### src/rtl/ram_dma_pkg.sv
// Shared types and constants for the RAM DMA engine: bus widths, mode
// encodings and the 2-bit FSM state encoding.
package ram_dma_pkg;

    localparam int ADDR_W = 32;
    localparam int WORD_W = 32;

    localparam logic DMA_MODE_COPY = 1'b0;
    localparam logic DMA_MODE_FILL = 1'b1;

    typedef enum logic [1:0] {
        DMA_IDLE = 2'd0,
        DMA_RD   = 2'd1,
        DMA_WR   = 2'd2,
        DMA_DONE = 2'd3
    } dma_state_e;

endpackage

### src/rtl/ram_dma.sv
// Bus-initiator DMA: copies a byte-length region word by word, or fills a
// region with a constant word, through the data RAM's write/read ports.
module ram_dma
    import ram_dma_pkg::*;
#(
    parameter int LEN_W = 16
) (
    input  logic              clk,
    input  logic              rst_n,
    input  logic              start_i,
    input  logic              mode_i,
    input  logic [ADDR_W-1:0] src_addr_i,
    input  logic [ADDR_W-1:0] dst_addr_i,
    input  logic [LEN_W-1:0]  len_i,
    input  logic [WORD_W-1:0] fill_data_i,
    input  logic              bus_gnt_i,
    input  logic [WORD_W-1:0] r_data_i,
    output logic              busy_o,
    output logic              done_o,
    output logic              err_o,
    output logic              bus_req_o,
    output logic [ADDR_W-1:0] r_addr_o,
    output logic              w_en_o,
    output logic [ADDR_W-1:0] w_addr_o,
    output logic [WORD_W-1:0] w_data_o,
    output logic [3:0]        w_sel_o
);

    dma_state_e        state, next_state;
    logic [ADDR_W-1:0] src_ptr, dst_ptr;
    logic [LEN_W-1:0]  rem;
    logic              mode;
    logic [WORD_W-1:0] fill_word;
    logic [WORD_W-1:0] data_q;
    logic              err_flag;

    logic cfg_bad;
    logic last_word;

    function automatic logic [3:0] tail_mask(input logic [LEN_W-1:0] r);
        logic [3:0] m;
        if (r >= LEN_W'(4)) begin
            m = 4'b1111;
        end else begin
            case (r[1:0])
                2'd1:    m = 4'b0001;
                2'd2:    m = 4'b0011;
                2'd3:    m = 4'b0111;
                default: m = 4'b0000;
            endcase
        end
        return m;
    endfunction

    // Source alignment only matters for copy; fill never reads the RAM.
    assign cfg_bad   = ((mode_i == DMA_MODE_COPY) && (src_addr_i[1:0] != 2'b00)) ||
                       (dst_addr_i[1:0] != 2'b00);
    assign last_word = (rem <= LEN_W'(4));

    always_comb begin
        next_state = state;
        busy_o     = 1'b0;
        done_o     = 1'b0;
        err_o      = 1'b0;
        bus_req_o  = 1'b0;
        w_en_o     = 1'b0;
        w_data_o   = '0;
        w_sel_o    = 4'b0000;
        case (state)
            DMA_IDLE: begin
                if (start_i) begin
                    if (cfg_bad || (len_i == '0)) begin
                        next_state = DMA_DONE;
                    end else if (mode_i == DMA_MODE_COPY) begin
                        next_state = DMA_RD;
                    end else begin
                        next_state = DMA_WR;
                    end
                end
            end
            DMA_RD: begin
                busy_o    = 1'b1;
                bus_req_o = 1'b1;
                if (bus_gnt_i) begin
                    next_state = DMA_WR;
                end
            end
            DMA_WR: begin
                busy_o    = 1'b1;
                bus_req_o = 1'b1;
                w_en_o    = bus_gnt_i;
                w_data_o  = (mode == DMA_MODE_FILL) ? fill_word : data_q;
                w_sel_o   = tail_mask(rem);
                if (bus_gnt_i) begin
                    if (last_word) begin
                        next_state = DMA_DONE;
                    end else if (mode == DMA_MODE_COPY) begin
                        next_state = DMA_RD;
                    end
                end
            end
            DMA_DONE: begin
                busy_o     = 1'b1;
                done_o     = 1'b1;
                err_o      = err_flag;
                next_state = DMA_IDLE;
            end
            default: next_state = DMA_IDLE;
        endcase
    end

    // Pointers are visible in every state so the address buses stay registered.
    assign r_addr_o = src_ptr;
    assign w_addr_o = dst_ptr;

    always_ff @(posedge clk or negedge rst_n) begin
        if (!rst_n) begin
            state     <= DMA_IDLE;
            src_ptr   <= '0;
            dst_ptr   <= '0;
            rem       <= '0;
            mode      <= DMA_MODE_COPY;
            fill_word <= '0;
            data_q    <= '0;
            err_flag  <= 1'b0;
        end else begin
            state <= next_state;
            case (state)
                DMA_IDLE: begin
                    if (start_i) begin
                        src_ptr   <= src_addr_i;
                        dst_ptr   <= dst_addr_i;
                        rem       <= len_i;
                        mode      <= mode_i;
                        fill_word <= fill_data_i;
                        err_flag  <= cfg_bad;
                    end
                end
                DMA_RD: begin
                    if (bus_gnt_i) begin
                        data_q <= r_data_i;
                    end
                end
                DMA_WR: begin
                    if (bus_gnt_i) begin
                        dst_ptr <= dst_ptr + ADDR_W'(4);
                        if (mode == DMA_MODE_COPY) begin
                            src_ptr <= src_ptr + ADDR_W'(4);
                        end
                        rem <= last_word ? '0 : (rem - LEN_W'(4));
                    end
                end
                DMA_DONE: begin
                    err_flag <= 1'b0;
                end
                default: ;
            endcase
        end
    end

endmodule
### config.mk
export PLATFORM = sky130hd
export DESIGN_NAME = ram_dma
export DESIGN_NICKNAME = d
export VERILOG_FILES = /design/src/rtl/ram_dma_pkg.sv /design/src/rtl/ram_dma.sv
export SDC_FILE = /design/constraint.sdc
export NUM_CORES = 1
export LEC_CHECK = 0
export BUFFER_PORTS_ARGS = -buffer_cell sky130_fd_sc_hd__buf_2
export CAP_MARGIN = 20
export CORE_UTILIZATION = 40
export CTS_BUF_LIST = sky130_fd_sc_hd__clkbuf_16
export DETAILED_ROUTE_END_ITERATION = 8
export PLACE_DENSITY = 0.71
export SETUP_SLACK_MARGIN = 0.4
export SLEW_MARGIN = 15
export SYNTH_ARGS = -nofsm -noshare
export SYNTH_HDL_FRONTEND = slang
export SYNTH_SLANG_ARGS = --single-unit
### constraint.sdc
create_clock -name clk -period 3 [get_ports clk]
set_input_delay 0.15 -clock clk [delete_from_list [all_inputs] [get_ports clk]]
set_output_delay 0.15 -clock clk [all_outputs]
set_load 0.01 [all_outputs]
== Word-level counts from Yosys, hierarchy flattened ==
Cells that the tools add are included.
Operators by class
  add/subtract/negate cells: 3
  magnitude comparators: 2
  equality and inequality tests: 11
  muxes and demuxes: 31
  bitwise gates (word level): 1
  reductions and logical operators: 17
Operator list (count)
  $mux W32: 7
  $pmux W32 S2: 2
  $add A32 B3 Y32 const B: 2
  $mux W16: 3
  $pmux W16 S2: 1
  $ge A16 B3 Y1 const B: 1
  $le A16 B3 Y1 const B: 1
  $logic_not A16 Y1: 1
  $sub A16 B3 Y16 const B: 1
  $mux W2: 7
  $pmux W3 S3: 1
  $eq A2 B2 Y1 const B: 4
  $mux W4: 2
  $ne A2 B2 Y1 const B: 4
  $pmux W2 S4: 1
  $reduce_and A4 Y1: 2
  $reduce_bool A2 Y1: 4
  $mux W1: 6
  $reduce_and A2 Y1: 3
  $eq A2 B1 Y1 const B: 2
  $ne A3 B3 Y1 const B: 1
  $reduce_and A3 Y1: 1
  $reduce_or A3 Y1: 1
  $logic_not A2 Y1: 1
  other kinds (5): 6
Storage, ports and cells
  bits in registers: 148
  input port bits: 149
  output and inout port bits: 105
  logic and storage cells: 73

== Logic depth before layout (Yosys ltp) ==
  depth in word-level cells: 7
  gate-level depth with buffers: 9

== Least setup slack after synthesis ==
No wires, ideal clock.
  path type: register to register
  start: reg state[0]
  end: reg dst_ptr[9], in the netlist w_addr_o[9]
  library setup time: 137 ps
  data arrival time: 1942 ps
  required time: 2863 ps
  path slack: 921 ps
  cell stages (with the launch flop): 10
  path buffers: 2
  cell sequence: dfrtp_1 > inv_1 > ha_1 > mux2_2 > and2_1 > clkbuf_1 > buf_2 > and2_1 > o32ai_1 > a21oi_1
On the way
  cells in the longest elaborated chain, start to end: 3
  elaborated cells on any way between the ends: 7
  classes of those cells: 3 x eq/ne; 1 x mux; 3 x reduce/logical
RTL lines
  start, declared: line ram_dma.sv:29  | dma_state_e state, next_state;
  start signal, assigned: line ram_dma.sv:127  | state <= next_state;
  $eq A2 B2 Y1 / $logic_not A2 Y1 (equally long branches): line ram_dma.sv:128  | case (state)
  $ne A2 B2 Y1 (no source line) / $reduce_bool A2 Y1 (equally long branches)
  $reduce_and A3 Y1 (no source line)
  end signal, assigned: line ram_dma.sv:132  | dst_ptr <= dst_addr_i;
  end signal, assigned: line ram_dma.sv:146  | dst_ptr <= dst_ptr + ADDR_W'(4);
  end, declared: line ram_dma.sv:30  | logic [ADDR_W-1:0] src_ptr, dst_ptr;
Several ways; a longest one is shown, not always the timed one.
A chain may end at the register's enable or synchronous reset.

== Worst setup path after layout ==
  start: reg state[0]
  end: out w_sel_o[3]
On the way
  cells in the longest elaborated chain, start to end: 2
RTL lines
  $eq A2 B2 Y1: line ram_dma.sv:69  | case (state)
  $mux W4: line ram_dma.sv:69
  end, declared: line ram_dma.sv:26  | output logic [3:0] w_sel_o
No other way between the ends.

==> summary.txt <==
GRT
  – Initial antenna violation count: 0
  – Vias in the first global route: 8,009
  – First-pass GRT wire length: 41,300 um
  – Largest net degree at the start of global routing: 74
  – Congestion Overflow GR: 0
  – GRT Total Usage: 25.6%

Power
  – Reg power frac: 34.2%
  – Combinational share of power: 47.2%
  – LEAKAGE: roughly 0.0052 uW
  – Net Switching: 5110 uW
  – Sw Share: 42.7%
  – Cell Int Power: 6840 uW
  – Cell Pwr Density: 1040 nW/um^2
  – Clock Power Share: 18.6%
  – Max VDD drop: approximately 540 uV

Floorplanning
  – I/O pin cnt: 254
  – Die Area: 21,000 sq um
  – Die Span X: 145 um
  – Core area: 19,700 sq um
  – Number of core rows: 51
  – Initial core utilization: 41.3%
  – Die Ht: 145 um

Clock network
  – Root buf cell: clkbuf_16
  – Clk_lat worst skew: 420 ps
  – Worst-path clk slew: 70 ps
  – CTS H-tree lvls: 4
  – CTS tree: done
  – Num CTS Buffers: 17
  – CTS Sinks: 148
  – Longest Clk Path Bufs: 2
  – Setup Buffers After CTS: 0

Routing
  – Vias: 8,238
  – # DRC: 0
  – Final Routed Wirelength: between 20,000 and 30,000 um
  – Routed vias/inst: between 5 and 6
  – Wire per inst: 18.3 um
  – Post-route ant nets: 0
  – DRT iter0 DRCs: 502
  – TritonRoute pass-1 iters: 5

STA
  – Final Hold Vio Count: 0
  – Tightest Pin Transition: ~700 ps
  – Worst relative slew slack: 53.5%
  – F_max: 0.399 GHz
  – Max Clock Skew: about 11 ps
  – Setup Viol. Count Final: 0
  – Setup total negative slack: 0 ps
  – Final min period: 2500 ps
  – Pins over their slew limit: 0
  – RSZ-0062 raised after global routing: no
  – Final Cycle Share: 83.5%

Critical path
  – Worst Path Required: approximately 2900 ps
  – Slowest cell on crit path: dfrtp_1
  – Worst r2r dst: r_addr_o[31]$_DFFE_PN0P_
  – CP most frequent cell: inv_1
  – CP Max Fanout: 47
  – RR Startpoint: state[0]$_DFFE_PN0P_
  – Worst Path Arrival: 2350 ps
  – CP peak stage delay: 410 ps
  – CP bufs+invs: 5
  – Crit path max-delay family: buffers and inverters
  – Critical path class: register to primary output
  – Register-to-register setup slack: a little over 600 ps
  – Worst setup SP type: register
  – Crit. Startpoint: state[0]$_DFFE_PN0P_
  – CP Depth: 7
  – Worst setup path endpoint: w_sel_o[3]
  – FF-to-FF path depth: 7
  – Cell Chain, Critical Path: inv_1 > ha_2 > inv_2 > buf_6 > a31o_2 > inv_1 > buf_2
  – Worst setup EP type: primary output

Logic synthesis
  – Post-synth EDFFs: 0
  – YS warnings: 0
  – Asr flop ratio synth: 100%
  – Cell count after synthesis: 827
  – Synth Cell Area: between 8000 and 9000 sq um
  – Post-synthesis sequential area ratio: 45.4%
  – Synth Register Bits: 148
  – Yosys cell types: 60
  – Dominant synthesized flop cell: dfrtp_1
  – Post-synthesis net count: 985
  – Post-Syn Area per Cell: about 9.9 sq um

Cells and area
  – N_diodes: 0
  – Final net count: 1,345
  – FF/Latch Area: around 3700 sq um
  – Layout cell share with drive strength beyond 1: 32.7%
  – Design area: 11,500 sq um
  – Multi-input gate area: 4220 sq um
  – Syn-to-layout area delta: 41.6%
  – Fill count: 1,677

Run
  – Max Cap Viol: 0

Outcome
  – Status: finished, final reports clean

Placement
  – GP Congestion: 0.876
  – Detailed placement HPWL: 16,800 um
  – Area after DPL: about 9700 sq um
  – Port bufs: 253

Worst hold path
  – Hold WC Path Type: input port to register
[how the worst min path moves through the flow]
stage	startpoint	endpoint	slack [ps]	depth (start not counted)
after global placement	rst_n	w_addr_o[15]$_DFFE_PN0P_	130	1
after detailed placement	rst_n	w_addr_o[15]$_DFFE_PN0P_	120	1
after floorplan	rst_n	data_q[0]$_DFFE_PN0P_	-150	0
after CTS	dst_addr_i[7]	w_addr_o[7]$_DFFE_PN0P_	0.7	3
final	dst_addr_i[21]	w_addr_o[21]$_DFFE_PN0P_	40	3
after global routing	dst_addr_i[31]	w_addr_o[31]$_DFFE_PN0P_	30	3
[through the flow]
step           hold WS (ps)  cells  total power [uW]  utilization (%)  worst slack, ps
2_1_floorplan          -146    827              7590                -              921
3_3_place_gp            125   1310              9290             49.1              457
3_5_place_dp            123   1310              9450             49.1              340
4_1_cts               0.686   1465             11900             58.4              389
5_1_grt                30.6   1465             12800             58.5              419
6_report               37.7   1465             11900             58.5              496
[power by group through the flow]
| stage | combinational [uW] | clock, uW | sequential, uW |
|---|---|---|---|
| after floorplan | 3640 | 0 | 3960 |
| after global placement | 5280 | 0 | 4020 |
| after detailed placement | 5400 | 0 | 4060 |
| after CTS | 5570 | 2270 | 4030 |
| after global routing | 6240 | 2340 | 4230 |
| final | 5640 | 2220 | 4090 |
[flip-flops by register name, summed over array words and instances, names as in the netlist]
signal / cells
data_q: 32
fill_word: 32
r_addr_o: 32
w_addr_o: 32
rem: 16
state: 2
err_flag: 1
mode: 1
[tightest hold or removal path, stage by stage]
cell	delay [ps]
buf_2	90
nor2_1	110
a211oi_1	60
[per-layer routing]
metal	part of all wire, %	track usage [%]	vias up
li1	-	-	3810
met1	42	32.0	3982
met2	48	42.0	394
met3	8.0	6.68	52
met4	2.3	10.4	0
met5	0	0	-
[final cells by class]
type | count | area share (%)
sequential | 148 | 32.1
inverter | 13 | 0.423
clock buffer | 17 | 3.69
tap | 265 | 2.87
clock inverter | 15 | 1.55
multi-input combinational | 616 | 36.6
timing repair buffer | 391 | 22.8
[cells by family (layout without fill, tap and decap cells)]
| family | after synthesis | count (layout) | share of synthesized area [%] |
|---|---|---|---|
| multiplexers | 128 | 128 | 16.8 |
| XOR/XNOR | 2 | 2 | 0.215 |
| adder cells (fa/ha/maj) | 9 | 9 | 1.38 |
| AO/OA/AOI/OAI | 178 | 178 | 14.2 |
| AND/OR/NAND/NOR | 299 | 299 | 18.8 |
| buffers and inverters | 63 | 436 | 3.19 |
| flip-flops | 148 | 148 | 45.4 |
[synth_stat cells (12+ instances only)]
library cell	number	area share, %
and3_1	16	1.2
clkbuf_1	27	1.2
dfrtp_1	148	45
mux2_2	69	9.5
o21ai_0	38	2.3
nand4_1	12	0.92
a211oi_1	12	1.1
nor2_1	79	3.6
o22ai_1	30	2.3
a21oi_1	40	2.5
mux2i_1	59	7.2
nand3_1	36	2.2
inv_1	13	0.60
nand2_1	58	2.7
nor3_1	34	2.1
a22oi_1	12	1.1
nor4_1	18	1.4
[repair_timing]
| item | in CTS | in global routing |
|---|---|---|
| cloned | 0 | 0 |
| setup endpoints to repair | 2 | 23 |
| gates resized for setup | 1 | 4 |
| hold buffers | 123 | 0 |
| hold endpoints to repair | 168 | 0 |
[cell usage in the layout (no fill, tap or decap), types with 12 or more instances in the layout]
| master | count |
|---|---|
| buf_2 | 252 |
| buf_4 | 13 |
| nand3_1 | 36 |
| nor2_1 | 78 |
| o22ai_1 | 30 |
| mux2i_1 | 59 |
| nor3_1 | 34 |
| mux2_2 | 69 |
| dfrtp_1 | 147 |
| a21oi_1 | 40 |
| and3_1 | 16 |
| a211oi_1 | 12 |
| nor4_1 | 18 |
| inv_1 | 12 |
| nand4_1 | 12 |
| clkbuf_16 | 17 |
| o21ai_0 | 38 |
| nand2_1 | 58 |
| dlygate4sd3_1 | 123 |
| a22oi_1 | 12 |
Power figures use the tool's default switching activity.
